## src/rtl/sorter_seq_ctrl.sv

```systemverilog
// sorter_seq_ctrl: sequences one top-5 sort job through the external sorter.
// Fetches ceil(cfg_len/32) 256-bit lines, streams them to the sorter, waits
// for the final qualified result and hands it out on a valid/ready port.
// Optional feature macro: SORTER_SEQ_PERF_EN (job busy-cycle counter).
module sorter_seq_ctrl #(
  parameter int ADDR_W    = 16,
  parameter int LEN_W     = 16,
  parameter int DRAIN_TMO = 64
) (
  input  logic              sys_clk,
  input  logic              sys_rst,
  input  logic              start,
  input  logic [ADDR_W-1:0] cfg_base,
  input  logic [LEN_W-1:0]  cfg_len,
  output logic              busy,
  output logic              done,
  output logic              err,
  output logic              rd_req,
  output logic [ADDR_W-1:0] rd_addr,
  input  logic              rd_ack,
  input  logic [255:0]      rd_data,
  output logic              sorter_clr,
  output logic              sorter_en,
  output logic [255:0]      sorter_in,
  output logic              last_sort,
  output logic [4:0]        last_line_sorter_num,
  input  logic [255:0]      sorter_result,
  input  logic              sorter_valid,
  input  logic              last_sort_o,
  output logic [255:0]      res_data,
  output logic              res_valid,
  input  logic              res_ready,
  output logic [31:0]       perf_cycles
);

  localparam logic [2:0] S_IDLE = 3'd0;
  localparam logic [2:0] S_CLR  = 3'd1;
  localparam logic [2:0] S_FEED = 3'd2;
  localparam logic [2:0] S_WAIT = 3'd3;
  localparam logic [2:0] S_OUT  = 3'd4;
  localparam logic [2:0] S_ERR  = 3'd5;

  localparam int TMO_W = $clog2(DRAIN_TMO + 1);

  logic [2:0]        state;
  logic [ADDR_W-1:0] base_q;
  logic [LEN_W-1:0]  nlines_q;
  logic [LEN_W-1:0]  line_cnt;
  logic [4:0]        lsn_q;
  logic [TMO_W-1:0]  tmo_cnt;
  logic              done_q;
  logic [LEN_W-1:0]  nlines_d;
  logic              last_line;
  logic              feed_ack;
  logic              final_hit;

  // ceil(len/32) without widening: whole lines plus one for any remainder
  assign nlines_d  = (cfg_len >> 5) + LEN_W'(|cfg_len[4:0]);
  assign last_line = (line_cnt == nlines_q - LEN_W'(1));
  assign feed_ack  = (state == S_FEED) && rd_ack;
  assign final_hit = (state == S_WAIT) && sorter_valid && last_sort_o;

  assign busy       = (state != S_IDLE);
  assign err        = (state == S_ERR);
  assign done       = done_q | err;
  assign sorter_clr = (state == S_CLR) || (state == S_ERR);
  assign rd_req     = (state == S_FEED);
  // address wraps naturally at 2^ADDR_W; forced to 0 when no request is open
  assign rd_addr    = rd_req ? (base_q + ADDR_W'(line_cnt)) : '0;
  assign last_line_sorter_num = lsn_q;

  // Job sequencing FSM with line counter and WAIT-state drain timeout
  always_ff @(posedge sys_clk) begin
    if (sys_rst) begin
      state    <= S_IDLE;
      base_q   <= '0;
      nlines_q <= '0;
      lsn_q    <= '0;
      line_cnt <= '0;
      tmo_cnt  <= '0;
    end else begin
      case (state)
        S_IDLE: if (start) begin
          base_q   <= cfg_base;
          nlines_q <= nlines_d;
          lsn_q    <= cfg_len[4:0];
          state    <= (cfg_len != '0) ? S_CLR : S_ERR;
        end
        S_CLR: begin
          line_cnt <= '0;
          state    <= S_FEED;
        end
        S_FEED: if (rd_ack) begin
          line_cnt <= line_cnt + LEN_W'(1);
          if (last_line) begin
            tmo_cnt <= '0;
            state   <= S_WAIT;
          end
        end
        S_WAIT: begin
          if (sorter_valid && last_sort_o)
            state <= S_OUT;
          else if (tmo_cnt == TMO_W'(DRAIN_TMO - 1))
            state <= S_ERR;
          else
            tmo_cnt <= tmo_cnt + TMO_W'(1);
        end
        // res_valid is always set while in OUT, so ready alone completes it
        S_OUT:   if (res_ready) state <= S_IDLE;
        S_ERR:   state <= S_IDLE;
        default: state <= S_IDLE;
      endcase
    end
  end

  // Registered hand-off of each acked line into the sorter
  always_ff @(posedge sys_clk) begin
    if (sys_rst) begin
      sorter_en <= 1'b0;
      last_sort <= 1'b0;
      sorter_in <= '0;
    end else begin
      sorter_en <= feed_ack;
      last_sort <= feed_ack && last_line;
      if (feed_ack) sorter_in <= rd_data;
    end
  end

  // Result capture, hold until consumed, and success done pulse
  always_ff @(posedge sys_clk) begin
    if (sys_rst) begin
      res_valid <= 1'b0;
      res_data  <= '0;
      done_q    <= 1'b0;
    end else begin
      done_q <= (state == S_OUT) && res_ready;
      if (final_hit) begin
        res_valid <= 1'b1;
        res_data  <= sorter_result;
      end else if ((state == S_OUT) && res_ready) begin
        res_valid <= 1'b0;
      end
    end
  end

`ifdef SORTER_SEQ_PERF_EN
  logic [31:0] perf_q;

  // Busy-cycle counter: restarts on an accepted start, saturates at all-ones
  always_ff @(posedge sys_clk) begin
    if (sys_rst)
      perf_q <= '0;
    else if ((state == S_IDLE) && start)
      perf_q <= '0;
    else if (busy && (perf_q != 32'hFFFF_FFFF))
      perf_q <= perf_q + 32'd1;
  end

  assign perf_cycles = perf_q;
`else
  assign perf_cycles = '0;
`endif

endmodule

```

## config.mk

```make
export PLATFORM = sky130hd
export DESIGN_NAME = sorter_seq_ctrl
export DESIGN_NICKNAME = d
export VERILOG_FILES = /design/src/rtl/sorter_seq_ctrl.sv
export SDC_FILE = /design/constraint.sdc
export NUM_CORES = 1
export LEC_CHECK = 0
export BUFFER_PORTS_ARGS = -buffer_cell sky130_fd_sc_hd__buf_2
export CAP_MARGIN = 20
export CORE_AREA = 2 2 441 443
export DETAILED_ROUTE_END_ITERATION = 7
export DIE_AREA = 0 0 443 445
export SLEW_MARGIN = 20
export SYNTH_ARGS = -nofsm -noshare
export SYNTH_HDL_FRONTEND = slang
export SYNTH_SLANG_ARGS = --single-unit
```

## constraint.sdc

```tcl
create_clock -name sys_clk -period 6.93 [get_ports sys_clk]
set_clock_uncertainty 0.15 [all_clocks]
set_input_delay 1.386 -clock sys_clk [delete_from_list [all_inputs] [get_ports sys_clk]]
set_output_delay 1.386 -clock sys_clk [all_outputs]
set_load 0.01 [all_outputs]
```

# [Yosys cells after proc, flatten, opt, wreduce, memory -nomap -nowiden]
# Index checks and enable logic that the tools add are counted.
[classes] n_mux=18 n_addsub=5 n_reduce_logical=18 bitwise_logic=1 eq_ne=14
[ops] op="$mux 16" count=2
[ops] op="$pmux 16 s2" count=1
[ops] op="$mux 7" count=4
[ops] op="$mux 3" count=7
[ops] op="$add 16x1->16 const B" count=1
[ops] op="$add 16x16->16" count=1
[ops] op="$eq 16x16->1" count=1
[ops] op="$reduce_bool 16->1" count=1
[ops] op="$sub 16x1->16 const B" count=1
[ops] op="$pmux 3 s5" count=1
[ops] op="$pmux 7 s2" count=1
[ops] op="$add 11x1->12" count=1
[ops] op="$reduce_and 5->1" count=2
[ops] op="$ne 2x2->1 const B" count=4
[ops] op="$add 7x1->7 const B" count=1
[ops] op="$eq 7x6->1 const B" count=1
[ops] op="$eq 3x2->1 const B" count=2
[ops] op="$eq 3x3->1 const B" count=2
[ops] op="$logic_and 1x1->1" count=6
[ops] op="$reduce_bool 2->1" count=3
[ops] op="$reduce_or 5->1" count=1
[ops] op="$ne 2x1->1 const B" count=2
[ops] op="$reduce_and 2->1" count=2
[ops] op="$eq 3x1->1 const B" count=1
[ops] op="6 further kinds" count=7
[totals] register_bits=579 elab_cells=68 inputBits=551

# [Logic depth before layout (Yosys ltp)]
# Gate-level depths: netlist of the first run.
[depth] depth_word=5 depth_mapped=11 depth_no_buf=10

# [Worst setup path before layout of the first run]
# OpenSTA, ideal clock, no wires.
[synth_timing] path_type="reg2out" startpoint="register line_cnt[0]" endpoint="output rd_addr[14]" path_stages_with_launch=11 slack_ns=2.853 n_path_buf=0 t_required_ns=5.394 t_arrival_ns=2.541 cell_sequence="dfxtp_1 > ha_1 > fa_1 > a211oi_1 > o21bai_1 > a31oi_1 > o21ai_0 > o41ai_1 > o21ai_0 > xnor2_1 > nor2_1"
[synth_between] elab_chain_cells=2
[synth_lines] item="start: declaration" line_no="48" text="logic [LEN_W-1:0] line_cnt;"
[synth_lines] item="start signal: assignment" line_no="94" text="line_cnt <= line_cnt + LEN_W'(1);"
[synth_lines] item="$add 16x16->16" line_no="69" text="assign rd_addr = rd_req ? (base_q + ADDR_W'(line_cnt)) : '0;"
[synth_lines] item="$mux 16" line_no="69"
[synth_lines] item="end: declaration" line_no="19" text="output logic [ADDR_W-1:0] rd_addr,"
# No other way between the ends.

# [Final worst setup path of the first run]
# Ends and elaborated chain as after synthesis.

==> results of run 1 <==
==> layer usage <==
layer | up-vias | track usage, % | wire length, um
met4 | 12 | 3.838 | 4960
li1 | 10983 | - | -
met1 | 11358 | 18.39 | 64950
met5 | - | 0 | 74
met3 | 319 | 3.646 | 8885
met2 | 929 | 27.37 | 79790
==> power breakdown <==
part           total [uW]  switching, uW  internal (uW)  leakage, uW
clock network        4640           1890           2750      0.00141
logic                1810           1240            575      0.00753
registers            3750            187           3560      0.00465
==> worst min-delay path, delay by kind of cell, from the launching register on <==
family	cells	cell delay, ns
flip-flops	1	0.30
AO/OA/AOI/OAI	1	0.05
AND/OR/NAND/NOR	1	0.05
==> metrics by stage <==
step | hold slack [ns] | instance area, um^2 | worst slack [ns]
after floorplan | 0.2906 | 21540 | 2.853
after global placement | 0.2880 | 29460 | 2.004
after detailed placement | 0.2929 | 29460 | 2.117
after CTS | 0.3015 | 32430 | 1.273
after global routing | 0.3121 | 32460 | 1.077
final | 0.2988 | 32500 | 1.375
==> state kept, by name (all words and copies together) (netlist names) <==
signal and flops:
nlines_q 12, res_data 256, sorter_en 1, done_q 1, last_line_sorter_num 5, tmo_cnt 7, base_q 16, sorter_in 256
state 3, line_cnt 16, res_valid 1, last_sort 1
==> worst paths after layout <==
| check | start | end | slack (ns) |
|---|---|---|---|
| min reg2reg | res_data[110] | res_data[110] | 0.30 |
| min | res_data[110] | res_data[110] | 0.30 |
| max | line_cnt[0] | rd_addr[14] | 1.37 |
| max reg2reg | nlines_q[0] | tmo_cnt[5] | 3.29 |
==> kinds of logic after synthesis <==
| family | after synthesis | share of synthesized area (%) |
|---|---|---|
| xor+xnor | 45 | 1.840 |
| fa+ha+maj | 21 | 1.262 |
| other cells | 1 | 0.01751 |
| buf+inv | 234 | 4.685 |
| compound gates | 620 | 15.21 |
| mux | 2 | 0.09347 |
| flops | 575 | 53.74 |
| simple gates | 1257 | 23.15 |
==> cell type report <==
cell class / instances / share of cell area, %
multi-input combinational: 1977 / 27.80
tap: 2526 / 9.725
sequential: 575 / 35.42
clock inverter: 42 / 2.064
timing repair buffer: 1115 / 17.64
inverter: 9 / 0.1040
clock buffer: 107 / 7.069
antenna: 23 / 0.1771
==> placed cells by master (no fill, tap or decap), types with 3 or more instances in the layout <==
master	instances
a211oi_1	16
a21o_1	6
a21oi_1	555
a31oi_1	5
and2_1	6
and3_1	9
and4_1	3
buf_12	6
buf_2	1090
buf_4	17
bufinv_16	10
clkbuf_1	11
clkbuf_16	83
clkbuf_8	13
clkinv_16	6
clkinv_2	9
clkinv_4	4
clkinvlp_4	9
conb_1	32
dfxtp_1	575
diode_2	23
ha_1	20
inv_1	9
inv_6	3
nand2_1	1100
nand2b_1	8
nand3_1	22
nand4_1	10
nor2_1	52
nor2b_1	4
nor3_1	19
nor4_1	4
o21ai_0	15
o21bai_1	3
or2_2	3
or3_1	4
xnor2_1	21
xor2_1	24
==> Yosys cell counts (2+ instances only) <==
| cell type | count | area, um^2 |
|---|---|---|
| a211oi_1 | 16 | 120.1 |
| a21o_1 | 6 | 45.04 |
| a21oi_1 | 555 | 2778 |
| a22oi_1 | 2 | 15.01 |
| a31oi_1 | 5 | 31.28 |
| a41o_1 | 2 | 20.02 |
| and2_1 | 8 | 50.05 |
| and3_1 | 9 | 56.30 |
| and4_1 | 4 | 35.03 |
| buf_1 | 3 | 11.26 |
| buf_4 | 33 | 247.7 |
| clkbuf_1 | 188 | 705.7 |
| dfxtp_1 | 575 | 11510 |
| ha_1 | 20 | 250.2 |
| inv_1 | 9 | 33.78 |
| mux2i_1 | 2 | 20.02 |
| nand2_1 | 1101 | 4133 |
| nand2b_1 | 8 | 50.05 |
| nand3_1 | 22 | 110.1 |
| nand4_1 | 10 | 62.56 |
| nor2_1 | 52 | 195.2 |
| nor2b_1 | 4 | 25.02 |
| nor3_1 | 19 | 95.09 |
| nor3b_1 | 2 | 15.01 |
| nor4_1 | 4 | 25.02 |
| o2111ai_1 | 2 | 17.52 |
| o21a_1 | 2 | 15.01 |
| o21ai_0 | 15 | 75.07 |
| o21bai_1 | 3 | 22.52 |
| o31ai_1 | 2 | 15.01 |
| or2_2 | 3 | 18.77 |
| or3_1 | 4 | 25.02 |
| or4_1 | 2 | 15.01 |
| xnor2_1 | 21 | 183.9 |
| xor2_1 | 24 | 210.2 |
==> metrics.txt, run 1 <==
WP buf/inv 1; Post-CTS Setup Bufs 0; P&R area growth vs syn 51.73%; RePlAce Congestion 0.8949; CP arrival 4.02 ns; Crit Path Class reg -> out; endpoints failing setup 0; main flop type after synthesis dfxtp_1; crit path max-delay cell type o41ai_1; CTS sink cnt 575; crit path launch type register; Initial Util 11.16%; Max VDD drop 0.1896 mV; setup TNS 0 ns; Reg2Reg Depth 10; Peak Freq 180.0 MHz; synth warn 0; Worst Path Required 5.39 ns; initial antenna violation count 117; Multi-input gate area 9035 um^2; GR Overflow Total 0; period utilization 80.16%; Slew Limit Headroom 35.25%; Power Density 313.9 nW/um^2; hold_buf cts 0; Die Area 197100 um^2; 1st-pass router iterations 5; Worst-path clk slew 0.06 ns; DR iter-0 viols 1520; Mapped Cells 2755; Resize count post-CTS 0; Cell variety after synth 53; die height 445 um; status finished, final reports clean; leakage power 0.01359 uW; hold path depth 2; CP delay by family, top compound AO/OA/AOI/OAI gates; first-pass GRT wire length 205.7 mm; placed instance count 6201; Via density 3.703; worst-path cell chain ha_1, fa_1, a211oi_1, o21bai_1, a31oi_1, o21ai_0, o41ai_1, o21ai_0, xnor2_1, nor2_1, buf_2; Cell Area, Synth 21420 um^2; post-layout net count 4333; largest net degree at the start of global routing 155; # Max-Cap Violations 0; Crit path depth 11; clock tree buffer depth 3; DP Wirelength 128.3 mm; WL final 158.7 mm; vias in the first global route 22164; Crit Path Max Fanout 7; Die Width 443 um; share of post-route cells with drive strength above 1 33.10%; post-synthesis sequential area ratio 53.74%; ys async rst share 0%; worst-margin pin slew 0.9712 ns; Setup crit end kind output port; worst-skew pair later-pin latency 0.71 ns; CTS tree built; minimum clock period after layout 5.555 ns; EDFF count, synth 0; WL/cell 24.89 um; io pins 1124; Post-Layout Cell Count 6374; Seq. cell area 11510 um^2; Synth Area per Inst 7.775 um^2; htree depth 3; std cell rows 161; Final ANT Viol Nets 0; fillcell total 22052; Power, Total 10200 uW; max incr delay on CP 0.57 ns; CP most frequent cell o21ai_0; Seq cells post-synth 575; GRT Util Overall 15.36%; Worst Hold Class reg -> reg; RSZ-0062 raised after global routing no; IO Port Bufs 1091; CTS Root Cell clkbuf_16; Core ar. 192000 um^2; cts bufs inserted 83; via count 23601; Hold Violations, Final 0; # DRC 0; Pins Over Slew Limit 0; fin util 16.93%
Note: power is estimated with default switching activity, not from simulation.
==> run 2: changes to the inputs <==
==> constraint.sdc (replaced) <==
create_clock -name sys_clk -period 4.6 [get_ports sys_clk]
set_clock_uncertainty 0.15 [all_clocks]
set_input_delay 0.92 -clock sys_clk [delete_from_list [all_inputs] [get_ports sys_clk]]
set_output_delay 0.92 -clock sys_clk [all_outputs]
set_load 0.01 [all_outputs]
==> run 2 against run 1 <==
Clock power rose by 42%. Flip-flop and latch count is the same. Non-clock buffer count is 8 higher. Global-route usage decreased by 0.57 points. Cell count about the same. Final area is 0.13% lower. Largest power group unchanged.
==> metrics.txt, run 2 (synthesized netlist as in run 1, its figures left out) <==
cts bufs inserted 80; status finished, final reports clean; Hold Violations, Final 0; CTS Root Cell clkbuf_16; CP arrival 3.29 ns; largest net degree at the start of global routing 151; crit path max-delay cell type fa_2; WL/cell 24.03 um; Power, Total 14980 uW; biggest regs res_data: 256 flops, sorter_in: 256 flops; leakage power 0.01357 uW; vias in the first global route 22155; Reg2Reg Depth 10; IO Port Bufs 1091; GR Overflow Total 0; die height 445 um; Final ANT Viol Nets 0; WP buf/inv 2; Crit Path Class reg -> out; # DRC 0; RePlAce Congestion 0.9457; Setup crit end kind output port; worst-margin pin slew 1.289 ns; Via density 3.700; # Max-Cap Violations 0; io pins 1124; CTS tree built; period utilization 94.84%; fin util 16.91%; Crit Path Max Fanout 7; CP delay by family, top compound AO/OA/AOI/OAI gates; Worst Path Required 3.53 ns; minimum clock period after layout 4.363 ns; Peak Freq 229.2 MHz; Max VDD drop 0.2743 mV; DR iter-0 viols 1547; DP Wirelength 125.0 mm; Die Area 197100 um^2; RSZ-0062 raised after global routing yes; Die Width 443 um; Pins Over Slew Limit 0; hold path depth 3; worst-skew pair later-pin latency 0.69 ns; crit path launch type register; CTS sink cnt 575; clock tree buffer depth 3; commonest non-fill, non-tap cell in the layout nand2_1; htree depth 3; Slew Limit Headroom 14.08%; WL final 153.3 mm; worst-path cell chain ha_1, fa_2, a211oi_4, o21bai_2, a31oi_2, o21ai_2, o41ai_2, buf_4, o21ai_0, xnor2_1, nor2_1, buf_2; first-pass GRT wire length 198.9 mm; Power Density 461.6 nW/um^2; GRT Util Overall 14.79%; max incr delay on CP 0.40 ns; Crit path depth 12; endpoints failing setup 0; P&R area growth vs syn 51.53%; std cell rows 161; Worst Hold Class in -> reg; 1st-pass router iterations 5; highest-count cells in the layout ignoring fill and taps nand2_1, buf_2, dfxtp_1; share of post-route cells with drive strength above 1 33.39%; Core ar. 192000 um^2; post-layout net count 4338; initial antenna violation count 111; Worst-path clk slew 0.06 ns; Initial Util 11.16%; via count 23594
-- run 2: routing by layer --
metal / part of all wire (%) / up-vias / track usage (%) / wire length (um)
met3: 7.1 / 326 / 4.328 / 10920
met5: 0.083 / - / 0 / 127
met4: 3.4 / 20 / 4.061 / 5230
met1: 40 / 11349 / 17.47 / 61080
met2: 50 / 916 / 25.85 / 75900
li1: - / 10983 / - / -
-- run 2: power by group --
part	internal, uW	leakage (uW)	total [uW]	switching (uW)
Sequential	5360	0.00465	5640	277
Clock	3820	0.00133	6610	2800
Combinational	874	0.00760	2730	1860
-- run 2: metrics by stage --
| step | setup TNS [ns] | hold slack, ns | instance area [um^2] | setup WS [ns] | instances |
|---|---|---|---|---|---|
| floorplan | 0 | 0.2906 | 21540 | 0.9894 | 2786 |
| global placement | 0 | 0.2885 | 29570 | 0.3796 | 6209 |
| detailed placement | 0 | 0.2930 | 29570 | 0.5287 | 6209 |
| CTS | 0 | 0.2032 | 32370 | 0.009846 | 6356 |
| global route | -0.02966 | 0.2317 | 32420 | -0.02966 | 6362 |
| finish | 0 | 0.2958 | 32460 | 0.2372 | 6377 |
-- run 2: final timing paths --
kind / to / slack (ns) / startpoint
max: rd_addr[14] / 0.24 / line_cnt[0]
min: res_data[110] / 0.30 / sorter_result[110]
max reg2reg: tmo_cnt[5] / 1.07 / nlines_q[0]
min reg2reg: res_data[194] / 0.30 / res_data[194]
-- run 2: layout make-up --
cell class                      instances  area (um^2)
Fill cell                           21974       159500
Clock buffer                          100         2167
Clock inverter                         47        620.6
Multi-Input combinational cell       1977         9077
Inverter                                9        33.78
Antenna cell                           20        50.05
Sequential cell                       575        11510
Timing Repair Buffer                 1123         5836
Tap cell                             2526         3161
-- run 2: tightest hold or removal path: cells and delay by family --
family	cells	cell delay (ns)
AND/OR/NAND/NOR	1	0.04
buffers and inverters	1	0.09
AO/OA/AOI/OAI	1	0.05
-- run 2: timing repair --
item	in CTS	in global routing
setup buffers	0	1
gates cloned	0	0
hold buffers	0	0
pin swaps	0	2
setup endpoints to repair	3	4
resized for setup	5	5
==> run 3: changes to the inputs <==
--- a/config.mk
+++ b/config.mk
@@ -5,11 +5,12 @@
 export SDC_FILE = /design/constraint.sdc
 export NUM_CORES = 1
 export LEC_CHECK = 0
+export ABC_AREA = 1
 export BUFFER_PORTS_ARGS = -buffer_cell sky130_fd_sc_hd__buf_2
 export CAP_MARGIN = 20
-export CORE_AREA = 2 2 441 443
+export CORE_AREA = 2 2 444 446
 export DETAILED_ROUTE_END_ITERATION = 7
-export DIE_AREA = 0 0 443 445
+export DIE_AREA = 0 0 446 448
 export SLEW_MARGIN = 20
 export SYNTH_ARGS = -nofsm -noshare
 export SYNTH_HDL_FRONTEND = slang
==> run 3 against run 2 <==
Sequential share of layout area is 0.11 points higher. Utilization is 0.28 points lower. Synthesized cell count rose by 4.4%. Routed wire length down 14%. Highest routed layer unchanged. Fmax grew 6.1%. Clock power fell by 7.4%. Critical path depth is 3 higher. Via count increased by 1.8%. Area after synthesis increased by 1.2%.
==> metrics.txt, run 3 <==
DR iter-0 viols 1929; main flop type after synthesis dfxtp_1; Setup crit end kind output port; WL/cell 20.19 um; most numerous cell in the Yosys netlist nor2_1; minimum clock period after layout 4.114 ns; Seq cells post-synth 575; endpoints failing setup 0; CTS Root Cell clkbuf_16; dominant cell type by area after synthesis dfxtp_1; ys async rst share 0%; Seq. cell area 11510 um^2; ranking of synthesized cells by area dfxtp_1, nor2_1, o21ai_0, clkbuf_1, nand2_1; Cell variety after synth 40; post-synthesis sequential area ratio 53.12%; io pins 1124; die height 448 um; Cell Area, Synth 21670 um^2; GR Overflow Total 0; Worst Hold Class in -> reg; CP arrival 3.04 ns; highest-count cells in the layout ignoring fill and taps nor2_1, buf_2, dfxtp_1; CTS tree built; CTS sink cnt 575; commonest non-fill, non-tap cell in the layout nor2_1; via count 24024; Place WS 1.216 ns; DP Wirelength 105.8 mm; top cell type's share of synthesized area 53.12%; Core ar. 194600 um^2; Pins Over Slew Limit 0; Crit Path Class reg -> out; IO Port Bufs 1091; vias in the first global route 21863; Via density 3.691; worst-margin pin slew 1.009 ns; Crit Path Max Fanout 6; fillcell total 22313; worst setup margin 0.4861 ns; EDFF count, synth 0; synth warn 0; 1st-pass router iterations 5; leakage power 0.01530 uW; std cell rows 162; worst-skew pair later-pin latency 0.68 ns; crit path launch type register; clock tree buffer depth 3; Initial Util 11.14%; Post-CTS Setup Bufs 0; Die Area 199800 um^2; share of post-route cells with drive strength above 1 32.12%; period utilization 89.43%; Worst-path clk slew 0.06 ns; GRT Util Overall 12.38%; Die Width 446 um; cts bufs inserted 73; # DRC 0; biggest regs res_data: 256 flops, sorter_in: 256 flops; post-layout net count 4463; Peak Freq 243.1 MHz; Mapped Cells 2877; first-pass GRT wire length 173.6 mm; RSZ-0062 raised after global routing no; Synth Area per Inst 7.532 um^2; hold_buf cts 0; setup TNS 0 ns; Final ANT Viol Nets 0; Worst Path Required 3.53 ns; P&R area growth vs syn 49.30%; Max VDD drop 0.2614 mV; Multi-input gate area 9077 um^2; Slew Limit Headroom 32.00%; status finished, final reports clean; RePlAce Congestion 0.9176; commonest cells in the netlist nor2_1, dfxtp_1, o21ai_0; htree depth 3; initial antenna violation count 108; Hold Violations, Final 0; # Max-Cap Violations 0; WL final 131.4 mm; largest net degree at the start of global routing 166; Resize count post-CTS 0; Power Density 486.2 nW/um^2
## run 3: cell types whose count changed in the layout (fill, tap and decap cells not counted), sizes merged, moves of 10 or more
cell	previous run	this run
nand2	1101	116
a21oi	555	56
nor2	52	1149
a211oi	16	1
inv	15	76
clkinv	23	13
o21ai	15	576
xnor2	21	4
nand3	22	34
## run 3: area by class of cell
type | count | share of cell area [%]
Tap cell | 2542 | 9.830
Sequential cell | 575 | 35.58
Timing Repair Buffer | 1122 | 17.75
Multi-Input combinational cell | 2049 | 28.06
Clock inverter | 29 | 1.280
Antenna cell | 21 | 0.1624
Inverter | 70 | 0.8817
Clock buffer | 100 | 6.462
## run 3: final timing paths
kind                      start              to  slack [ns]  depth (start not counted)
max                 line_cnt[0]     rd_addr[12]        0.49                         15
min          sorter_result[135]   res_data[135]        0.30                          3
max reg2reg            state[1]  sorter_in[123]        1.68                          5
min reg2reg           res_valid       res_valid        0.32                          2
## run 3: critical path, cell delays in order, from the launching register on
cell and delay, ns:
dfxtp_1 0.37, ha_1 0.24, fa_1 0.42, nand3_1 0.11, nand3_1 0.12, inv_1 0.09
nor2_1 0.05, nor2_1 0.16, o21ai_0 0.16, nand2_1 0.09, nand2_1 0.07, nand3_1 0.07
nand2_1 0.07, xnor2_1 0.13, nor2_1 0.09, buf_2 0.15
## run 3: layer usage
layer / global-route usage (%) / wire length (um) / share of wire (%) / vias up
met1: 13.54 / 48770 / 37 / 11343
met2: 20.69 / 63650 / 48 / 1082
met5: 0 / 287 / 0.22 / -
met3: 4.399 / 11170 / 8.5 / 332
li1: - / - / - / 11223
met4: 7.162 / 7523 / 5.7 / 44
## run 3: where the power goes
| part | internal (uW) | switching, uW | total [uW] |
|---|---|---|---|
| Sequential | 5650 | 375 | 6020 |
| Clock | 3610 | 2510 | 6120 |
| Combinational | 1230 | 2350 | 3590 |
## run 3: cells by family after synthesis
logic type / after synthesis / share of synthesized area [%]
DFF: 575 / 53.12
AOI/OAI and AO/OA: 640 / 14.93
xor gates and xnor gates: 24 / 0.9700
and+or+nand+nor: 1332 / 24.10
buffers and inverters: 284 / 5.618
other: 1 / 0.01730
adders and majority gates: 21 / 1.247
## run 3: stage by stage
stage	cells	util, %	cell area (um^2)	power [uW]	hold slack (ns)
after global routing	6497	16.61	32330	16600	0.2579
after CTS	6487	16.60	32300	15990	0.1957
after global placement	6358	15.31	29800	9654	0.2991
final	6508	16.63	32350	15730	0.3035
after detailed placement	6358	15.31	29800	9717	0.3061
after floorplan	2908	-	21790	8029	0.2910
